<file path="src/rtl/serial_frame_rx_if.sv">
// Parallel output side of the serial frame receiver: one word plus its
// parity flag, moved with a valid/ready handshake.
interface serial_frame_rx_if #(
    parameter int N = 8
);
    logic [N-1:0] out_data;
    logic         out_perr;
    logic         out_valid;
    logic         out_ready;

    // Receiver side drives the word, consumer side drives ready.
    modport master (
        output out_data,
        output out_perr,
        output out_valid,
        input  out_ready
    );

    modport slave (
        input  out_data,
        input  out_perr,
        input  out_valid,
        output out_ready
    );
endinterface

</file>
<file path="src/rtl/serial_frame_rx.sv">
// Serial frame receiver: start(1), N data bits MSB first, even parity,
// stop(0); idle line is 0. Good words land in a one-entry output buffer.
//
// state  | meaning
// -------+-----------------------------------------------------------
// IDLE   | line idle, waiting for a start bit (sin=1)
// DATA   | shifting in the N data bits, running XOR for parity
// PARITY | sampling the parity bit, latching the parity error flag
// STOP   | sampling the stop bit, loading/discarding the word
module serial_frame_rx #(
    parameter int N = 8
) (
    input  logic              clk,
    input  logic              rst,
    input  logic              sin,
    serial_frame_rx_if.master rx,
    output logic              frame_err,
    output logic              overrun,
    output logic              busy
);
    localparam int            CW   = $clog2(N);
    localparam logic [CW-1:0] LAST = CW'(N - 1);

    typedef enum logic [1:0] {
        IDLE   = 2'd0,
        DATA   = 2'd1,
        PARITY = 2'd2,
        STOP   = 2'd3
    } state_t;

    state_t        state;
    state_t        state_nxt;
    logic [CW-1:0] cnt;
    logic [N-1:0]  acc;
    logic          par_acc;
    logic          perr;
    logic          drain;
    logic          load_word;
    logic          frame_err_set;
    logic          overrun_set;

    // State register.
    always_ff @(posedge clk or posedge rst) begin
        if (rst) begin
            state <= IDLE;
        end else begin
            state <= state_nxt;
        end
    end

    // Next-state decode; STOP always returns to IDLE so a start bit is
    // never detected in the stop-bit cycle.
    always_comb begin
        state_nxt = state;
        case (state)
            IDLE:    if (sin) state_nxt = DATA;
            DATA:    if (cnt == LAST) state_nxt = PARITY;
            PARITY:  state_nxt = STOP;
            STOP:    state_nxt = IDLE;
            default: state_nxt = IDLE;
        endcase
    end

    // Per-state outputs and the stop-bit outcome decode.
    always_comb begin
        busy          = (state != IDLE);
        drain         = rx.out_valid & rx.out_ready;
        load_word     = (state == STOP) & ~sin & (~rx.out_valid | rx.out_ready);
        frame_err_set = (state == STOP) & sin;
        overrun_set   = (state == STOP) & ~sin & rx.out_valid & ~rx.out_ready;
    end

    // Bit counter, shift accumulator and parity tracking.
    always_ff @(posedge clk or posedge rst) begin
        if (rst) begin
            cnt     <= '0;
            acc     <= '0;
            par_acc <= 1'b0;
            perr    <= 1'b0;
        end else begin
            case (state)
                IDLE: begin
                    if (sin) begin
                        cnt     <= '0;
                        par_acc <= 1'b0;
                    end
                end
                DATA: begin
                    acc     <= {acc[N-2:0], sin};
                    par_acc <= par_acc ^ sin;
                    // Clear on the last bit rather than rely on a power-of-two wrap.
                    if (cnt == LAST) begin
                        cnt <= '0;
                    end else begin
                        cnt <= cnt + CW'(1);
                    end
                end
                PARITY: begin
                    perr <= par_acc ^ sin;
                end
                default: begin
                end
            endcase
        end
    end

    // One-entry output buffer plus the registered error pulses.
    always_ff @(posedge clk or posedge rst) begin
        if (rst) begin
            rx.out_data  <= '0;
            rx.out_perr  <= 1'b0;
            rx.out_valid <= 1'b0;
            frame_err    <= 1'b0;
            overrun      <= 1'b0;
        end else begin
            frame_err <= frame_err_set;
            overrun   <= overrun_set;
            if (load_word) begin
                rx.out_data  <= acc;
                rx.out_perr  <= perr;
                rx.out_valid <= 1'b1;
            end else if (drain) begin
                rx.out_valid <= 1'b0;
            end
        end
    end
endmodule

</file>
<file path="src/flat_wrapper.sv">
// flat-port wrapper written by rule: the top's interface ports become plain ports
module serial_frame_rx_flat 
#(
    parameter int N = 8
)
  (clk, rst, sin, frame_err, overrun, busy, rx_out_data, rx_out_perr, rx_out_valid, rx_out_ready);
  serial_frame_rx_if #(.N(N)) rx_i ();
  input  logic clk;
  input  logic rst;
  input  logic sin;
  output logic frame_err;
  output logic overrun;
  output logic busy;
  output wire logic [$bits(rx_i.out_data)-1:0] rx_out_data;
  output wire logic [$bits(rx_i.out_perr)-1:0] rx_out_perr;
  output wire logic [$bits(rx_i.out_valid)-1:0] rx_out_valid;
  input wire logic [$bits(rx_i.out_ready)-1:0] rx_out_ready;
  assign rx_out_data = rx_i.out_data;
  assign rx_out_perr = rx_i.out_perr;
  assign rx_out_valid = rx_i.out_valid;
  assign rx_i.out_ready = rx_out_ready;
  serial_frame_rx #(.N(N)) u_core (.clk(clk), .rst(rst), .sin(sin), .rx(rx_i), .frame_err(frame_err), .overrun(overrun), .busy(busy));
endmodule
</file>
<file path="config.mk">
export PLATFORM = sky130hd
export DESIGN_NAME = serial_frame_rx_flat
export DESIGN_NICKNAME = d
export VERILOG_FILES = /design/src/rtl/serial_frame_rx_if.sv /design/src/rtl/serial_frame_rx.sv /design/src/flat_wrapper.sv
export SDC_FILE = /design/constraint.sdc
export NUM_CORES = 1
export LEC_CHECK = 0
export CAP_MARGIN = 20
export CORE_UTILIZATION = 25
export CTS_BUF_LIST = sky130_fd_sc_hd__clkbuf_4
export DETAILED_ROUTE_END_ITERATION = 10
export PLACE_DENSITY = 0.49
export SKIP_LAST_GASP = 1
export SLEW_MARGIN = 20
export SYNTH_ARGS = -nofsm -noshare
export SYNTH_HDL_FRONTEND = slang
export SYNTH_SLANG_ARGS = --single-unit
</file>
<file path="constraint.sdc">
create_clock -name clk -period 1.9 [get_ports clk]
set_input_delay 0.38 -clock clk [delete_from_list [all_inputs] [get_ports clk]]
set_output_delay 0.38 -clock clk [all_outputs]
set_load 0.03 [all_outputs]
</file>
Word level (Yosys, flattened, before mapping)
Cells that the tools add are included.
{"block": "classes", "add_sub_neg": 1, "eq_ne": 6, "n_mux": 10, "bitwise": 11, "reduce_logical": 6}
{"cell": "one-hot mux 2 bit (4 select lines)", "n": 1}
{"cell": "AND 1 bit", "n": 6}
{"cell": "2-to-1 mux 3 bit", "n": 2}
{"cell": "one-hot mux 3 bit (2 select lines)", "n": 1}
{"cell": "nonzero test 2 bit", "n": 3}
{"cell": "equality test 2 bit, second input constant", "n": 2}
{"cell": "2-to-1 mux 2 bit", "n": 2}
{"cell": "AND reduction 2 bit", "n": 2}
{"cell": "adder 3 x 1 -> 3 bit, second input constant", "n": 1}
{"cell": "equality test 3 bit, second input constant", "n": 1}
{"cell": "2-to-1 mux 1 bit", "n": 3}
{"cell": "inverter 1 bit", "n": 3}
{"cell": "equality test 2 x 1 -> 1 bit, second input constant", "n": 1}
{"cell": "logical NOT 2 bit", "n": 1}
{"cell": "!= test 2 x 1 -> 1 bit, second input constant", "n": 1}
{"cell": "!= test 2 bit, second input constant", "n": 1}
{"cell": "one-hot mux 1 bit (2 select lines)", "n": 1}
{"cell": "bitwise OR 1 bit", "n": 1}
{"cell": "XOR 1 bit", "n": 1}
{"block": "word_totals", "reg_bits": 27, "input_bits": 4, "output_inout_bits": 13, "elab_cells": 44}

Logic depth before layout (Yosys ltp)
{"block": "depth", "word_depth": 4, "depth_mapped": 6, "ltp_nobuf": 5}

Worst setup path after synthesis
Ideal clock, no wire load.
{"block": "synth_timing", "path_type": "reg-to-reg", "start": "reg u_core.cnt[0]", "end": "reg u_core.state[1]", "setup_ns": 0.125, "t_arrival_ns": 1.283, "required_time_ns": 1.775, "setup_slack_ns": 0.492, "path_stages_with_launch": 6, "path_buffers": 0, "period_less_slack_ns": 1.408, "cell_sequence": "dfrtp_1 -> ha_1 -> ha_1 -> and2b_1 -> a21oi_2 -> mux2_4"}
{"block": "synth_between", "elab_chain_len": 3}
{"item": "from (decl)", "line": "serial_frame_rx.sv:33", "text": "logic [CW-1:0] cnt;"}
{"item": "from (signal assigned)", "line": "serial_frame_rx.sv:95", "text": "cnt <= cnt + CW'(1);"}
{"item": "equality test 3 bit", "line": "serial_frame_rx.sv:57", "text": "DATA: if (cnt == LAST) state_nxt = PARITY;"}
{"item": "!= test 2 x 1 -> 1 bit (no line)"}
{"item": "AND reduction 2 bit (no line)"}
{"item": "to (signal assigned)", "line": "serial_frame_rx.sv:47", "text": "state <= state_nxt;"}
{"item": "to (decl)", "line": "serial_frame_rx.sv:31", "text": "state_t state;"}
No other way between the ends.
A chain may end at the register's enable or synchronous reset.

Worst setup path in the final report
{"block": "layout_timing", "start": "reg u_core.rx.out_valid", "end": "out rx_out_valid"}
{"item": "from (decl)", "line": "serial_frame_rx_if.sv:15", "text": "output out_valid,"}
{"item": "from (signal assigned)", "line": "serial_frame_rx.sv:112", "text": "rx.out_valid <= 1'b0;"}
{"item": "from (signal assigned)", "line": "serial_frame_rx.sv:121", "text": "rx.out_valid <= 1'b1;"}
{"item": "from (signal assigned)", "line": "serial_frame_rx.sv:123", "text": "rx.out_valid <= 1'b0;"}
{"item": "to (decl)", "line": "flat_wrapper.sv:16", "text": "output wire logic [$bits(rx_i.out_valid)-1:0] rx_out_valid;"}
No word-level cell between the ends.

==> impl_metrics.yaml <==
place:
  finalWeightedCongestion: 0.642
  dp_slack_ps: 132
  place_hpwl_um: 1370
  port_buffers: 16
yosys:
  postSynthCellCount: 80
  syn_area_um2: 1130
  yosysUniqueCellTypes: 19
  syn-num-nets: 90
  syn_area_per_cell_um2: 14.1
  synth-seq-cells: 27
  synth_seq_area_share_pct: 59.7
  yosysWarnings: 0
floorplan:
  rows: 24
  ios: 17
  die_h_um: 69.3
  initial_core_util_pct: 26.0
  die_w_um: 69.3
  core_area_um2: 4350
  die_area_um2: 4800
finish:
  drive_above_1_share_pct: 30.1
  regArea_um2: 676
  diodes: 0
  utilization_pct: 32.2
  final_nets: 114
  syn2layout_area_growth_pct: 24.1
  multiInputGateArea_um2: 428
  fillers: 438
clock_tree:
  postCtsHoldBufs: 0
  cts_resized: 1
  h-tree-depth: 1
  insertion_delay_ps: 320
  clkTransAtPathRegs_ps: 140
  clockRootBuffer: "clkbuf_4"
  cts_buffers: 3
  cts.sinks: 27
  post-cts-setup-buffer-count: 0
  clk_path_buf_depth: 2
  tritoncts: "done"
power_and_ir_drop:
  p_per_area_nw_per_um2: 1730
  power.leakage_nw: 0.637
  ir_drop_v: 0.000442
worst_setup_path:
  critical_path_buf_inv_count: 1
  crit_slowest_cell: "clkdlybuf4s50_1"
  start_kind: "flip-flop"
  cp-end-kind: "primary output"
  worstPathCellList: "clkdlybuf4s50_1"
  critPathMaxFanout: 2
  cp.required_ps: 1520
  worstSetupPathType: "reg2out"
  cp.arrival_ps: 1380
  critPathMaxStageDelay_ps: 670
  crit_family: "buffers and inverters"
route:
  vias_per_cell: 4.36
  drcViolationCount: 0
  drt-total-wl_um: 1950
  ant_nets: 0
  drt-pass1-iter-count: 2
  drt-initial-drc-count: 18
  wl_per_cell_um: 12.5
  dr_total_vias: 676
sta:
  grt_setup_unrepaired: "no"
  fmax_mhz: 570
  timing.slew.headroom_pct: 76.4
  fin_crit_sh_pct: 92.4
  finClkSkew_ps: 1.89
  timing.final.ws_setup_ps: 145
  finalSetupViolations: 0
  post-route-min-period_ps: 1760
  tns_ps: 0
  report.final.slew_viol_count: 0
  worst_slew_pin_slew_ps: 354
  hold_viol_final: 0
global_routing:
  grt-ovfl-total: 0
  grt_pass1_vias: 708
  antenna_found_initial: 0
  track_usage_pct: 9.27
  grt_max_degree: 28
  grt_pass1_wl_um: 3440
flow_run:
  drv_cap: 0
outcome:
  status: "finished, final reports clean"
hold_path:
  hp-class: "in2async"
through the flow:
stage               hold WS, ps  power [mW]  cells  cell area [um^2]
CTS                         396        2.48    155              1410
global route                442        2.61    155              1400
global placement            484        2.19    151              1380
detailed placement          492        2.23    151              1380
finish                      391        2.43    155              1400
floorplan                   433        1.81     80              1130
path summary, 6_finish.rpt:
kind | startpoint | slack, ps | to | cells after the start
max | u_core.rx.out_valid | 140 | rx_out_valid | 1
min | rst | 390 | u_core.rx.out_data[0] | 3
max reg2reg | u_core.cnt[0] | 420 | u_core.state[1] | 5
min reg2reg | u_core.rx.out_data[4] | 520 | u_core.rx.out_data[4] | 1
max in group asynchronous | rst | 1240 | u_core.rx.out_valid | 3
min in group clk | u_core.rx.out_data[4] | 520 | u_core.rx.out_data[4] | 1
layout make-up:
cell class | instances | area share (%)
Tap cell | 52 | 4.63
Multi-Input combinational cell | 46 | 30.5
Inverter | 6 | 1.60
Clock buffer | 3 | 1.60
Sequential cell | 27 | 48.1
Timing Repair Buffer | 20 | 13.2
Clock inverter | 1 | 0.357
per-layer routing:
layer / GRT usage [%] / up-vias / wire length [um]
met4: 5.44 / 0 / 51
li1: - / 324 / -
met5: 0 / - / 0
met3: 1.89 / 4 / 54
met1: 12.3 / 335 / 956
met2: 13.9 / 13 / 882
layout by cell type, fill, tap and decap left out:
cell              n
nand3_4           1
clkinv_2          1
ha_1              6
o32a_1            1
and2_1            1
and2b_1           1
nand2b_2          2
buf_4             4
clkdlybuf4s50_1  15
mux2_2           16
o21ai_0           4
clkbuf_4          3
xnor2_1           1
a32o_1            3
nand2_1           4
a21oi_2           1
clkbuf_2          1
a21oi_1           1
mux2_4            1
inv_2             1
dfrtp_1          27
nor2_1            3
inv_1             5
where the power goes:
group          internal, mW  switching, mW
sequential            0.834          0.157
combinational         0.595          0.600
clock                0.0789          0.165
total                  1.51          0.922
kinds of logic after synthesis:
group	synth area share [%]
multiplexers	17.3
AO/OA/AOI/OAI	6.53
AND/OR/NAND/NOR	6.64
flip-flops	59.7
buffers and inverters	2.43
XOR/XNOR	0.774
adder cells (fa/ha/maj)	6.64
sequential cells by signal, indices dropped and copies added (netlist names):
signal	flops
u_core.perr	1
u_core.rx.out_valid	1
u_core.cnt	3
u_core.frame_err	1
u_core.par_acc	1
u_core.acc	8
u_core.rx.out_data	8
u_core.state	2
u_core.overrun	1
u_core.rx.out_perr	1
worst min-delay path: cells and delay by family:
kind                   cells  cell delay (ps)
buffers and inverters      3              760
synth_stat cells:
| cell | count | area (um^2) |
|---|---|---|
| a21oi_1 | 1 | 5.00 |
| a21oi_2 | 1 | 8.76 |
| a32o_1 | 3 | 30.0 |
| and2_1 | 1 | 6.26 |
| and2b_1 | 1 | 7.51 |
| buf_2 | 1 | 5.00 |
| dfrtp_1 | 27 | 676 |
| ha_1 | 6 | 75.1 |
| inv_1 | 5 | 18.8 |
| inv_2 | 1 | 3.75 |
| mux2_2 | 16 | 180 |
| mux2_4 | 1 | 15.0 |
| nand2_1 | 4 | 15.0 |
| nand2b_2 | 2 | 17.5 |
| nand3_4 | 1 | 17.5 |
| nor2_1 | 3 | 11.3 |
| o21ai_0 | 4 | 20.0 |
| o32a_1 | 1 | 10.0 |
| xnor2_1 | 1 | 8.76 |
No activity file was read; power rests on OpenSTA's default activity.
